## src/rtl/pc_fetch_unit_pkg.sv

```systemverilog
// Shared definitions for the PC fetch unit.
// Holds the fetch FSM state enum, the bubble encoding and the PC step.
package pc_fetch_unit_pkg;

    typedef enum logic [1:0] {
        ST_REQ  = 2'd0,
        ST_WAIT = 2'd1,
        ST_HOLD = 2'd2
    } fetch_state_e;

    localparam logic [31:0] NOP_BUBBLE = 32'h0000_0000;
    localparam int          PC_STEP    = 4;

endpackage

```

## src/rtl/pc_fetch_unit.sv

```systemverilog
// PC fetch unit: issues one instruction-memory request at a time and
// presents the fetched (PC, instruction) pair to the IF/ID register.
//
// Ports:
//   clk, rst                 clock, async active-high reset
//   next_select/jal_target   jal redirect (decode)
//   branch_result/.._target  branch redirect (execute), highest priority
//   Jalr/jalr_target         jalr redirect
//   load                     load-use stall
//   imem_req/addr/gnt        request channel
//   imem_rvalid/rdata        response channel
//   pre_address_fetch        PC of the presented instruction
//   instruction_fetch        presented instruction, 0 = bubble
module pc_fetch_unit
    import pc_fetch_unit_pkg::*;
#(
    parameter int                INSTRUCTION = 32,
    parameter int                ADDRESS     = 32,
    parameter logic [ADDRESS-1:0] RESET_PC   = '0
) (
    input  logic                   clk,
    input  logic                   rst,
    input  logic                   next_select,
    input  logic                   branch_result,
    input  logic                   Jalr,
    input  logic                   load,
    input  logic [ADDRESS-1:0]     jal_target,
    input  logic [ADDRESS-1:0]     branch_target,
    input  logic [ADDRESS-1:0]     jalr_target,
    output logic                   imem_req,
    output logic [ADDRESS-1:0]     imem_addr,
    input  logic                   imem_gnt,
    input  logic                   imem_rvalid,
    input  logic [INSTRUCTION-1:0] imem_rdata,
    output logic [ADDRESS-1:0]     pre_address_fetch,
    output logic [INSTRUCTION-1:0] instruction_fetch
);

    localparam logic [INSTRUCTION-1:0] BUBBLE   = INSTRUCTION'(NOP_BUBBLE);
    localparam logic [ADDRESS-1:0]     STEP     = ADDRESS'(PC_STEP);
    localparam logic [ADDRESS-1:0]     ALIGN_MK = ~ADDRESS'(3);

    fetch_state_e       state;
    logic [ADDRESS-1:0] pc;
    logic [ADDRESS-1:0] req_pc;
    logic               kill;

    logic               redirect;
    logic               granted;
    logic [ADDRESS-1:0] target_raw;
    logic [ADDRESS-1:0] target;
    logic [ADDRESS-1:0] seq_pc;

    // Winning redirect target; low bits dropped so fetches stay word aligned.
    always_comb begin
        target_raw = jal_target;
        priority case (1'b1)
            branch_result: target_raw = branch_target;
            Jalr:          target_raw = jalr_target;
            default:       target_raw = jal_target;
        endcase
        target = target_raw & ALIGN_MK;
    end

    assign redirect  = branch_result | Jalr | next_select;
    assign granted   = imem_req & imem_gnt;
    assign seq_pc    = pc + STEP;
    assign imem_addr = pc;

    always_ff @(posedge clk or posedge rst) begin
        if (rst) begin
            state             <= ST_REQ;
            pc                <= RESET_PC;
            req_pc            <= RESET_PC;
            kill              <= 1'b0;
            imem_req          <= 1'b0;
            pre_address_fetch <= '0;
            instruction_fetch <= BUBBLE;
        end else begin
            // Presented slot is a one-cycle pulse unless held below.
            pre_address_fetch <= '0;
            instruction_fetch <= BUBBLE;

            unique case (state)
                ST_REQ: begin
                    // imem_req is low only in the first cycle after reset,
                    // so a stray gnt there is not a grant.
                    if (granted) begin
                        req_pc   <= pc;
                        kill     <= redirect;
                        imem_req <= 1'b0;
                        state    <= ST_WAIT;
                    end else begin
                        imem_req <= 1'b1;
                    end
                    if (redirect) begin
                        pc <= target;
                    end else if (granted) begin
                        pc <= seq_pc;
                    end
                end

                ST_WAIT: begin
                    if (redirect) begin
                        pc <= target;
                    end
                    if (imem_rvalid) begin
                        kill <= 1'b0;
                        if (kill || redirect) begin
                            state    <= ST_REQ;
                            imem_req <= 1'b1;
                        end else begin
                            pre_address_fetch <= req_pc;
                            instruction_fetch <= imem_rdata;
                            if (load) begin
                                state <= ST_HOLD;
                            end else begin
                                state    <= ST_REQ;
                                imem_req <= 1'b1;
                            end
                        end
                    end else if (redirect) begin
                        kill <= 1'b1;
                    end
                end

                ST_HOLD: begin
                    if (redirect) begin
                        pc <= target;
                    end
                    if (load && !redirect) begin
                        pre_address_fetch <= pre_address_fetch;
                        instruction_fetch <= instruction_fetch;
                    end else begin
                        state    <= ST_REQ;
                        imem_req <= 1'b1;
                    end
                end

                default: begin
                    state    <= ST_REQ;
                    imem_req <= 1'b1;
                end
            endcase
        end
    end

endmodule

```

## config.mk

```make
export PLATFORM = sky130hd
export DESIGN_NAME = pc_fetch_unit
export DESIGN_NICKNAME = d
export VERILOG_FILES = /design/src/rtl/pc_fetch_unit_pkg.sv /design/src/rtl/pc_fetch_unit.sv
export SDC_FILE = /design/constraint.sdc
export NUM_CORES = 1
export LEC_CHECK = 0
export BUFFER_PORTS_ARGS = -buffer_cell sky130_fd_sc_hd__buf_4
export CORE_ASPECT_RATIO = 1.25
export CORE_MARGIN = 2
export CORE_UTILIZATION = 35
export DETAILED_ROUTE_END_ITERATION = 8
export SLEW_MARGIN = 20
export SYNTH_ARGS = -nofsm -noshare
export SYNTH_HDL_FRONTEND = slang
export SYNTH_SLANG_ARGS = --single-unit
export TNS_END_PERCENT = 10
```

## constraint.sdc

```tcl
create_clock -name clk -period 5.75 [get_ports clk]
set_clock_uncertainty 0.05 [all_clocks]
set_input_delay 0.8625 -clock clk [delete_from_list [all_inputs] [get_ports clk]]
set_output_delay 0.8625 -clock clk [all_outputs]
set_load 0.005 [all_outputs]
```

Word level (Yosys, flattened, before mapping) --
Cells that the tools add are included.
Storage, ports and cells: register bits 132, input port bits 136, output and inout port bits 97, logic and storage cells 61
Cells by class: $add $sub $neg 1, bitwise operators 3, multiplexer cells 29, equality and inequality tests 9, reductions and logical operators 12
Operator list (number):
- $mux W32 | 10
- $pmux W32 S2 | 3
- $add A32 B3 Y32 const B | 1
- $reduce_and A3 Y1 | 4
- $mux W2 | 5
- $ne A3 B3 Y1 const B | 3
- $mux W1 | 8
- $ne A2 B2 Y1 const B | 3
- $pmux W2 S3 | 1
- $reduce_bool A2 Y1 | 2
- $pmux W1 S3 | 1
- $eq A2 B1 Y1 const B | 1
- $eq A2 B2 Y1 const B | 1
- $logic_not A2 Y1 | 1
- $ne A2 B1 Y1 const B | 1
- $or A1 B1 Y1 | 2
- $pmux W1 S2 | 1
- $reduce_and A2 Y1 | 1
- $reduce_or A2 Y1 | 1
- $and A1 B1 Y1 | 1
- $logic_and A1 B1 Y1 | 1
- $logic_not A1 Y1 | 1
- $logic_or A1 B1 Y1 | 1

Depth between registers and ports, before layout --
Gate-level depths: netlist (run 1).
word-level depth 6, gate-level depth with buffers 9

Worst setup path before layout (run 1) --
Ideal clock, no wire load.
path kind input to register, start point input port Jalr, end point register pc[16], in the netlist imem_addr[16], library setup time 0.137 ns, cell stages on the path 8, setup slack 3.304 ns, arrival 2.259 ns, cell sequence buf_2 > or3_1 > nor2_1 > buf_2 > buf_2 > o41ai_1 > a21oi_1 > a21oi_1
On the way: cells in the longest elaborated chain, start to end 4
Ends and longest elaborated chain:
- start, declared | line pc_fetch_unit.sv:25 | input logic Jalr,
- $or A1 B1 Y1 / $mux W32 (equally long branches) (2 in a row) | line pc_fetch_unit.sv:65, pc_fetch_unit.sv:57
- $ne A3 B3 Y1 (no source line), or another cell as far along
- $reduce_and A3 Y1 (no source line) / $pmux W32 S2 (equally long branches)
- end signal, assigned | line pc_fetch_unit.sv:97 | pc <= target;
- end signal, assigned | line pc_fetch_unit.sv:99 | pc <= seq_pc;
- end signal, assigned | line pc_fetch_unit.sv:105 | pc <= target;
- end, declared | line pc_fetch_unit.sv:44 | logic [ADDRESS-1:0] pc;
Several ways; a longest one is shown, not always the timed one. The select of a mux whose other input is x is not followed. A chain may end at the register's enable or synchronous reset.

Final worst setup path (run 1) --
start point input port Jalr, end point register imem_req
On the way: cells in the longest elaborated chain, start to end 6
Ends and longest elaborated chain:
- $or A1 B1 Y1 * (2 in a row) | line pc_fetch_unit.sv:65 | assign redirect = branch_result | Jalr | next_select;
- $logic_or A1 B1 Y1 / $logic_not A1 Y1 (equally long branches) | line pc_fetch_unit.sv:109, pc_fetch_unit.sv:131
- $mux W1 / $logic_and A1 B1 Y1 (equally long branches) | line pc_fetch_unit.sv:109, pc_fetch_unit.sv:131
- $mux W1 / $ne A2 B2 Y1 (equally long branches)
- $pmux W1 S3 / $reduce_and A3 Y1 (equally long branches)
- end signal, assigned | line pc_fetch_unit.sv:91 | imem_req <= 1'b0;
- end signal, assigned | line pc_fetch_unit.sv:94 | imem_req <= 1'b1;
- end signal, assigned | line pc_fetch_unit.sv:111 | imem_req <= 1'b1;
- end, declared | line pc_fetch_unit.sv:30 | output logic imem_req,
Every way passes the cells marked *; elsewhere a longest branch is shown, timed or not. The select of a mux whose other input is x is not followed.

==> flow_metrics.env, run 1 <==
export IMPL_cts_tree="yes"
export IMPL_cpMostUsedCell="buf_4"
export IMPL_crit_end="imem_req"
export IMPL_critPathBufInv=2
export IMPL_slowest_stage="buf_4"
export IMPL_power_leakage_nw=4.16
export IMPL_syn_inst=564
export IMPL_totalWireLength_um=18000
export IMPL_die_area_mm2=0.0189
export IMPL_via_per_inst=5.35
export IMPL_syn_area_mm2=0.00625
export IMPL_cp_top_family="buffers and inverters"
export IMPL_grt_start_max_net_pins=69
export IMPL_startpoint_type="input port"
export IMPL_max_slew_worst_pin_slew_ps=942
export IMPL_routed_top_layer="met4"
export IMPL_regToRegEndpoint="imem_addr[27]"
export IMPL_avgSynthCellArea_um2=11.1
export IMPL_n_antenna_cell=0
export IMPL_powerDensity_mw_per_mm2=340
export IMPL_max_freq_mhz=366
export IMPL_placed_cell_area_mm2=0.00807
export IMPL_wl_met1_um=7940
export IMPL_crit_path_end_kind="flip-flop"
export IMPL_max_cap_viol_count=0
export IMPL_crit_start="Jalr"
export IMPL_wl_met2_um=8470
export IMPL_status="finished clean"
export IMPL_vdd_drop_max_mv=0.191
export IMPL_antenna_found_initial=0
export IMPL_r2r_slack_ps=3100
export IMPL_wl_per_cell_um=17.9
export IMPL_start_util=0.357
export IMPL_path_depth=6
export IMPL_hold_class="flip-flop to flip-flop"
export IMPL_crit_path_max_incr_delay_ps=610
export IMPL_post_cts_buffers=0
export IMPL_ioPinCount=233
export IMPL_row_count=54
export IMPL_gr_usage_all_layers=0.188
export IMPL_clk_latency_ps=410
export IMPL_p_total_mw=2.95
export IMPL_ff2ff_path_depth=7
export IMPL_cts_buffer_depth=2
export IMPL_synthFlopType="dfrtp_1"
export IMPL_root_buffer="clkbuf_16"
export IMPL_portBuffers=224
export IMPL_grt_pass1_wl_um=27800
export IMPL_worstPathArrival_ps=2960
export IMPL_overflow=0
export IMPL_worstPathCellList="buf_4 > nor3_2 > and3_2 > buf_4 > a21oi_1 > mux2_2"
export IMPL_slew_headroom=0.371
export IMPL_finalSetupViolCount=0
export IMPL_drt_iter0_markers=307
export IMPL_die_x_um=124
export IMPL_hold_violations=0
export IMPL_core_area_mm2=0.0175
export IMPL_route_vias_total=5372
export IMPL_numCtsBuffers=17
export IMPL_synth_async_reset_ratio=1.00
export IMPL_ys_seq_area_frac=0.509
export IMPL_final_util=0.495
export IMPL_clock_sinks=127
export IMPL_dp_hpwl_um=12600
export IMPL_final_max_slew_viol_count=0
export IMPL_finalCritPeriodShare=0.475
export IMPL_rsz0062_at_grt="no"
export IMPL_worstPathMaxFanout=66
export IMPL_dr_pass1_iters=5
export IMPL_syn2layout_area_growth_pct=38.8
export IMPL_critPathRequiredTime_ps=5980
export IMPL_synth_edff_count=0
export IMPL_fill_cells=1626
export IMPL_period_needed_ps=2730
export IMPL_gp_congestion=0.820
export IMPL_drcViolationCount=0
export IMPL_clkSlewWorstSetupHoldPaths_ps=60
export IMPL_path_class="input port to flip-flop"
export IMPL_fin_area_mm2=0.00867
export IMPL_ys_warnings_count=0
export IMPL_fin_tns_setup_ps=0
export IMPL_r2r_start="state[0]"
export IMPL_dr_wl_met3_um=1370
export IMPL_cts_hold_buf=0
export IMPL_grt_pass1_vias=5296
export IMPL_post_cts_resized=0
export IMPL_synth_distinct_cells=56
export IMPL_ys_ff_latch=127
export IMPL_layout_drive_gt1_share=0.424
export IMPL_die_h_um=153
export IMPL_final_nets=909
export IMPL_htreeDepth=4
export IMPL_holdWs_ps=436
export IMPL_ant_nets=0
report_power, final:
| part | leakage (nW) | internal (mW) | switching, mW |
|---|---|---|---|
| registers | 1.64 | 1.06 | 0.171 |
| logic | 2.24 | 0.349 | 0.284 |
| clock network | 0.285 | 0.674 | 0.409 |
| total | 4.16 | 2.09 | 0.863 |
synthesized netlist by cell type, types with 3 or more instances:
cell,number,area [µm²]
or3_1,6,37.5
nand3_1,15,75.1
nor4_4,3,63.8
dfrtp_1,127,3180
o22ai_1,6,37.5
buf_2,25,125
o31ai_1,5,37.5
buf_4,3,22.5
o21ai_0,30,150
a211o_1,3,26.3
nand4_1,12,75.1
nor2_1,30,113
a22o_1,63,552
o211ai_1,4,30.0
a21oi_1,33,165
nand2_1,40,150
nor3_1,5,25.0
a32oi_1,3,26.3
mux2_2,46,518
a31oi_1,3,18.8
ha_1,5,62.6
mux2i_1,28,280
o22a_1,5,43.8
inv_1,6,22.5
clkbuf_1,17,63.8
worst min-delay path by stage:
stage | slack, ps | cells after the start | from | end
after CTS | 440 | 1 | req_pc[15] | pre_address_fetch[15]
after floorplan | 400 | 2 | req_pc[18] | req_pc[18]
final | 440 | 1 | req_pc[26] | pre_address_fetch[26]
after detailed placement | 430 | 1 | req_pc[30] | pre_address_fetch[30]
after global placement | 420 | 1 | req_pc[15] | pre_address_fetch[15]
after global routing | 450 | 1 | req_pc[15] | pre_address_fetch[15]
worst reg2reg max path, cell delays in order (launching register included):
cell and delay (ps):
dfrtp_1 400, inv_1 80, ha_1 340, or4_4 680
nor3_2 320, nand3_1 230, or3_1 410, nand3_1 90
registers in the layout, indices dropped and copies added (netlist names):
signal / cells
req_pc: 30
imem_addr: 30
instruction_fetch: 32
pre_address_fetch: 31
imem_req: 1
kill: 1
state: 2
layout by cell type, fill, tap and decap left out, types with 3 or more instances in the layout:
cell,synthesis,layout
buf_4,3,230
dfrtp_1,127,127
a22o_1,63,63
mux2_2,46,46
nand2_1,40,40
a21oi_1,33,33
o21ai_0,30,30
nor2_1,30,29
mux2i_1,28,28
clkbuf_16,0,17
nand3_1,15,14
nand4_1,12,12
or3_1,6,6
o22ai_1,6,5
nor3_1,5,5
inv_1,6,5
o31ai_1,5,5
ha_1,5,5
o22a_1,5,4
o211ai_1,4,4
clkinvlp_4,0,4
nor4_4,3,3
a32oi_1,3,3
a211o_1,3,3
a31oi_1,3,3
clkbuf_8,0,3
clkinv_4,0,3
cell type report:
type | instances | area, µm² | area share
flip-flops and latches | 127 | 3180 | 0.367
multi-input cells | 385 | 2850 | 0.328
repair buffers | 231 | 1740 | 0.200
clock buffers | 20 | 467 | 0.0538
well taps | 224 | 280 | 0.0323
clock inverters | 12 | 135 | 0.0156
inverters | 6 | 25.0 | 0.00289
through the flow:
stage                     cells  setup WS, ps
after detailed placement    973          2620
after CTS                  1005          3050
after global placement      972          2330
final                      1005          3020
after global routing       1005          2870
after floorplan             565          1450
kinds of logic after synthesis:
| group | synth area share |
|---|---|
| flops | 0.509 |
| other cells | 0.000600 |
| mux | 0.128 |
| compound gates | 0.194 |
| buf+inv | 0.0388 |
| simple gates | 0.120 |
| fa+ha+maj | 0.0100 |
metal layers:
| metal | track usage | vias to the layer above |
|---|---|---|
| met5 | 0 | - |
| met4 | 0.0557 | 0 |
| met3 | 0.0440 | 15 |
| met2 | 0.302 | 234 |
| met1 | 0.249 | 2593 |
| li1 | - | 2530 |
Power figures use the tool's default switching activity.
==> inputs of run 2 (changes only) <==
==> constraint.sdc (replaced) <==
create_clock -name clk -period 2.5 [get_ports clk]
set_clock_uncertainty 0.05 [all_clocks]
set_input_delay 0.375 -clock clk [delete_from_list [all_inputs] [get_ports clk]]
set_output_delay 0.375 -clock clk [all_outputs]
set_load 0.005 [all_outputs]
==> run 2 against run 1 <==
  * Flip-flop and latch count is the same
  * Setup slack got worse by 2800 ps
  * Sequential share of layout area shrank 0.76 points
  * Count of clock-buffer cells in the layout down 2
  * Via count grew 1.4%
  * Combinational power rose by 150%
  * Non-clock buffer count rose by 19
  * Critical endpoint is now imem_addr[27]
  * Largest power group unchanged
==> flow_metrics.env, run 2 (same netlist as run 1, synthesis figures left out) <==
export IMPL_final_cell_mix="buf_4 (245), dfrtp_1 (127), a22o_1 (63)"
export IMPL_max_slew_worst_pin_slew_ps=632
export IMPL_grt_pass1_wl_um=28200
export IMPL_hp_start="imem_rdata[31]"
export IMPL_die_h_um=153
export IMPL_dr_pass1_iters=4
export IMPL_start_util=0.357
export IMPL_max_cap_viol_count=0
export IMPL_antenna_found_initial=0
export IMPL_die_area_mm2=0.0189
export IMPL_worstPathCellList="inv_1 > ha_1 > or4_4 > nor3_2 > nand3_1 > or3_1 > nand3_1"
export IMPL_fill_cells=1582
export IMPL_via_per_inst=5.32
export IMPL_busiest_layer="met2"
export IMPL_clkSlewWorstSetupHoldPaths_ps=60
export IMPL_clk_latency_ps=420
export IMPL_slowest_stage="or4_4"
export IMPL_numCtsBuffers=17
export IMPL_htreeDepth=4
export IMPL_die_x_um=124
export IMPL_grt_pass1_vias=5428
export IMPL_grt_use_met1=0.247
export IMPL_worstHoldEndpoint="instruction_fetch[31]"
export IMPL_max_freq_mhz=431
export IMPL_power_leakage_nw=4.26
export IMPL_path_class="flip-flop to flip-flop"
export IMPL_slew_headroom=0.579
export IMPL_status="finished clean"
export IMPL_largest_register_ffs=32
export IMPL_wl_per_cell_um=17.5
export IMPL_cts_buffer_depth=2
export IMPL_startpoint_type="flip-flop"
export IMPL_drcViolationCount=0
export IMPL_overflow=0
export IMPL_top_regs="instruction_fetch x32, pre_address_fetch x31"
export IMPL_period_needed_ps=2320
export IMPL_hold_violations=0
export IMPL_r2r_slack_ps=180
export IMPL_route_vias_total=5448
export IMPL_post_cts_buffers=0
export IMPL_final_common_cell="buf_4"
export IMPL_dp_hpwl_um=13000
export IMPL_grt_start_max_net_pins=117
export IMPL_portBuffers=224
export IMPL_grt_use_met2=0.312
export IMPL_regMostFlops="instruction_fetch"
export IMPL_critPathRequiredTime_ps=2800
export IMPL_crit_path_max_incr_delay_ps=520
export IMPL_gr_usage_all_layers=0.191
export IMPL_totalWireLength_um=18000
export IMPL_drt_iter0_markers=320
export IMPL_final_nets=928
export IMPL_fin_area_mm2=0.00885
export IMPL_final_max_slew_viol_count=0
export IMPL_worstPathMaxFanout=4
export IMPL_layout_drive_gt1_share=0.435
export IMPL_row_count=54
export IMPL_r2r_start="state[0]"
export IMPL_worstPathArrival_ps=2620
export IMPL_crit_path_end_kind="flip-flop"
export IMPL_rsz0062_at_grt="no"
export IMPL_clock_sinks=127
export IMPL_cp_top_family="simple AND/OR/NAND/NOR gates"
export IMPL_gp_congestion=0.824
export IMPL_core_area_mm2=0.0175
export IMPL_ioPinCount=233
export IMPL_placed_cell_area_mm2=0.00825
export IMPL_holdPathStages=2
export IMPL_syn2layout_area_growth_pct=41.7
export IMPL_powerDensity_mw_per_mm2=768
export IMPL_vdd_drop_max_mv=0.484
export IMPL_use_met3=0.0504
export IMPL_regToRegEndpoint="imem_addr[27]"
export IMPL_ant_nets=0
export IMPL_finalCritPeriodShare=0.929
export IMPL_hold_class="input port to flip-flop"
export IMPL_cts_tree="yes"
export IMPL_fin_tns_setup_ps=0
export IMPL_finalSetupViolCount=0
export IMPL_cpMostUsedCell="nand3_1"
export IMPL_ff2ff_path_depth=7
export IMPL_critPathBufInv=1
export IMPL_root_buffer="clkbuf_16"
export IMPL_n_antenna_cell=0
run 2: layout make-up:
type	instances	area, µm²	area share
Sequential cell	127	3180	0.359
Clock inverter	14	160	0.0181
Inverter	6	26.3	0.00297
Tap cell	224	280	0.0317
Multi-Input combinational cell	385	2850	0.322
Clock buffer	18	429	0.0485
Timing Repair Buffer	250	1930	0.218
run 2: worst reg2reg max path, stage by stage (launching register included):
cell and delay [ps]:
dfrtp_1 390, inv_1 80, ha_1 340, or4_4 520, nor3_2 240, nand3_1 150, or3_1 390, nand3_1 100
run 2: layer usage:
metal	wire length, µm	vias to the layer above
met2	8590	245
met3	1410	13
li1	-	2556
met5	0	-
met1	7750	2634
met4	195	0
run 2: per-stage QoR:
step,utilization,power [mW],hold WS (ps),std cells,setup slack (ps)
final,0.506,6.80,127,1024,177
after detailed placement,0.471,4.41,309,991,120
after global placement,0.471,4.35,300,991,208
after global routing,0.506,7.16,110,1024,88.8
after CTS,0.506,6.87,108,1024,126
after floorplan,-,3.67,401,565,395
run 2: worst max-delay path by stage:
stage          startpoint       endpoint  slack (ps)  cells after the start
2_1_floorplan    state[0]  imem_addr[27]         390                      7
3_3_place_gp     state[0]  imem_addr[15]         210                      7
3_5_place_dp     state[0]  imem_addr[15]         120                      7
4_1_cts          state[0]  imem_addr[15]         130                      7
5_1_grt          state[0]  imem_addr[25]          90                      7
6_report         state[0]  imem_addr[27]         180                      7
run 2: what timing repair did:
item                                    in CTS  in global routing
hold buffers                                 1                  0
gates resized for setup                      0                  1
hold endpoints to repair                    11                  0
endpoints found under the setup margin       0                  1
run 2: power by group:
group / internal, mW / leakage [nW] / total, mW / switching [mW]
clock network: 1.48 / 0.274 / 2.44 / 0.960
registers: 2.45 / 1.64 / 2.80 / 0.350
logic: 0.853 / 2.35 / 1.56 / 0.709
==> inputs of run 3 (changes only) <==
==> constraint.sdc (replaced) <==
create_clock -name clk -period 2.5 [get_ports clk]
set_clock_uncertainty 0.05 [all_clocks]
set_input_delay 0 -clock clk [delete_from_list [all_inputs] [get_ports clk]]
set_output_delay 0 -clock clk [all_outputs]
set_load 0.005 [all_outputs]
==> run 3 against run 2 <==
  * Routed wire length increased by 3.3%
  * Critical path depth unchanged
  * First-iteration DRC count increased by 13%
  * Power increased by 1.0%
  * Non-clock buffer count increased by 53
  * Flip-flop and latch count unchanged
  * Largest power group unchanged
==> flow_metrics.env, run 3 (same netlist as run 1, synthesis figures left out) <==
export IMPL_status="finished clean"
export IMPL_gr_usage_all_layers=0.199
export IMPL_cts_buffer_depth=2
export IMPL_antenna_found_initial=0
export IMPL_max_cap_viol_count=0
export IMPL_numCtsBuffers=17
export IMPL_path_depth=7
export IMPL_crit_path_end_kind="flip-flop"
export IMPL_final_nets=981
export IMPL_cp_top_family="simple AND/OR/NAND/NOR gates"
export IMPL_worstPathCellList="inv_1 > ha_1 > or4_4 > nor3_2 > nand3_1 > or3_1 > nand3_1"
export IMPL_grt_pass1_wl_um=29500
export IMPL_final_cells=1077
export IMPL_p_total_mw=6.87
export IMPL_worstPathMaxFanout=4
export IMPL_syn2layout_area_growth_pct=50.2
export IMPL_clkSlewWorstSetupHoldPaths_ps=60
export IMPL_drcViolationCount=0
export IMPL_r2r_start="state[0]"
export IMPL_crit_start="state[0]"
export IMPL_hold_violations=0
export IMPL_core_area_mm2=0.0175
export IMPL_totalWireLength_um=18500
export IMPL_crit_end="imem_addr[27]"
export IMPL_startpoint_type="flip-flop"
export IMPL_grt_start_max_net_pins=63
export IMPL_die_area_mm2=0.0189
export IMPL_row_count=54
export IMPL_gp_congestion=0.882
export IMPL_dp_hpwl_um=13200
export IMPL_post_cts_buffers=0
export IMPL_ff2ff_path_depth=7
export IMPL_power_leakage_nw=4.49
export IMPL_hold_class="input port to flip-flop"
export IMPL_grt_use_met2=0.338
export IMPL_final_cell_mix="buf_4 (242), dfrtp_1 (127), a22o_1 (63)"
export IMPL_regMostFlops="instruction_fetch"
export IMPL_r2r_slack_ps=150
export IMPL_die_h_um=153
export IMPL_crit_path_max_incr_delay_ps=510
export IMPL_dr_pass1_iters=5
export IMPL_slowest_stage="or4_4"
export IMPL_root_buffer="clkbuf_16"
export IMPL_finalCritPeriodShare=0.940
export IMPL_regToRegEndpoint="imem_addr[27]"
export IMPL_top_regs="instruction_fetch x32, pre_address_fetch x31"
export IMPL_critPathRequiredTime_ps=2800
export IMPL_overflow=0
export IMPL_largest_register_ffs=32
export IMPL_final_common_cell="buf_4"
export IMPL_slew_headroom=0.569
export IMPL_finalSetupViolCount=0
export IMPL_portBuffers=224
export IMPL_critPathBufInv=1
export IMPL_max_freq_mhz=426
export IMPL_via_per_inst=5.23
export IMPL_vdd_drop_max_mv=0.475
export IMPL_worstPathArrival_ps=2650
export IMPL_final_max_slew_viol_count=0
export IMPL_n_antenna_cell=0
export IMPL_ant_nets=0
export IMPL_layout_drive_gt1_share=0.406
export IMPL_grt_pass1_vias=5762
export IMPL_wl_per_cell_um=17.2
export IMPL_path_class="flip-flop to flip-flop"
export IMPL_cts_tree="yes"
export IMPL_use_met3=0.0429
export IMPL_drt_iter0_markers=360
export IMPL_rsz0062_at_grt="no"
export IMPL_clock_sinks=127
export IMPL_powerDensity_mw_per_mm2=732
export IMPL_route_vias_total=5629
export IMPL_grt_use_met1=0.249
export IMPL_period_needed_ps=2350
export IMPL_busiest_layer="met2"
export IMPL_max_slew_worst_pin_slew_ps=645
export IMPL_start_util=0.357
export IMPL_ioPinCount=233
export IMPL_htreeDepth=4
export IMPL_place_inst=988
export IMPL_cpMostUsedCell="nand3_1"
export IMPL_fin_tns_setup_ps=0
export IMPL_die_x_um=124
export IMPL_clk_latency_ps=410
[run 3: worst min-delay path by stage]
| stage | from | slack [ps] | to | cells past startpoint |
|---|---|---|---|---|
| 6_report | imem_gnt | 3 | kill | 4 |
| 5_1_grt | branch_target[13] | 20 | imem_addr[13] | 4 |
| 4_1_cts | branch_target[14] | 0.3 | imem_addr[14] | 4 |
| 3_5_place_dp | rst | 80 | pre_address_fetch[1] | 2 |
| 3_3_place_gp | rst | 80 | pre_address_fetch[1] | 2 |
| 2_1_floorplan | imem_rdata[28] | 80 | instruction_fetch[28] | 1 |
[run 3: worst reg2reg max path, cell delays in order (launching register included)]
cell	delay (ps)
dfrtp_1	400
inv_1	90
ha_1	340
or4_4	510
nor3_2	260
nand3_1	190
or3_1	380
nand3_1	80
[run 3: where the power goes]
part / leakage [nW] / switching, mW / internal (mW)
registers: 1.64 / 0.367 / 2.45
logic: 2.57 / 0.703 / 0.903
clock network: 0.287 / 0.967 / 1.48
[run 3: routing by layer]
layer | part of all wire | vias to the layer above
li1 | - | 2667
met1 | 0.42 | 2741
met2 | 0.50 | 206
met3 | 0.068 | 15
met4 | 0.013 | 0
met5 | 0 | -
[run 3: repair_timing]
action,4_1_cts,5_1_grt
endpoints found under the setup margin,0,7
hold endpoints to repair,79,0
gates resized for setup,0,1
hold buffers,57,0
[run 3: stage by stage]
| step | setup slack [ps] | util | hold slack (ps) | instance area (µm²) |
|---|---|---|---|---|
| after floorplan | 395 | - | 82.5 | 6260 |
| after global placement | 220 | 0.470 | 76.5 | 8230 |
| after detailed placement | 106 | 0.470 | 81.2 | 8230 |
| after CTS | 99.2 | 0.536 | 0.332 | 9380 |
| after global routing | 31.5 | 0.536 | 21.0 | 9390 |
| final | 150 | 0.536 | 2.61 | 9390 |
[run 3: final cells by class]
| type | instances | area (µm²) |
|---|---|---|
| fillers | 1530 | 8110 |
| flip-flops and latches | 127 | 3180 |
| multi-input cells | 385 | 2850 |
| repair buffers | 303 | 2470 |
| clock buffers | 17 | 425 |
| well taps | 224 | 280 |
| clock inverters | 15 | 159 |
| inverters | 6 | 26.3 |
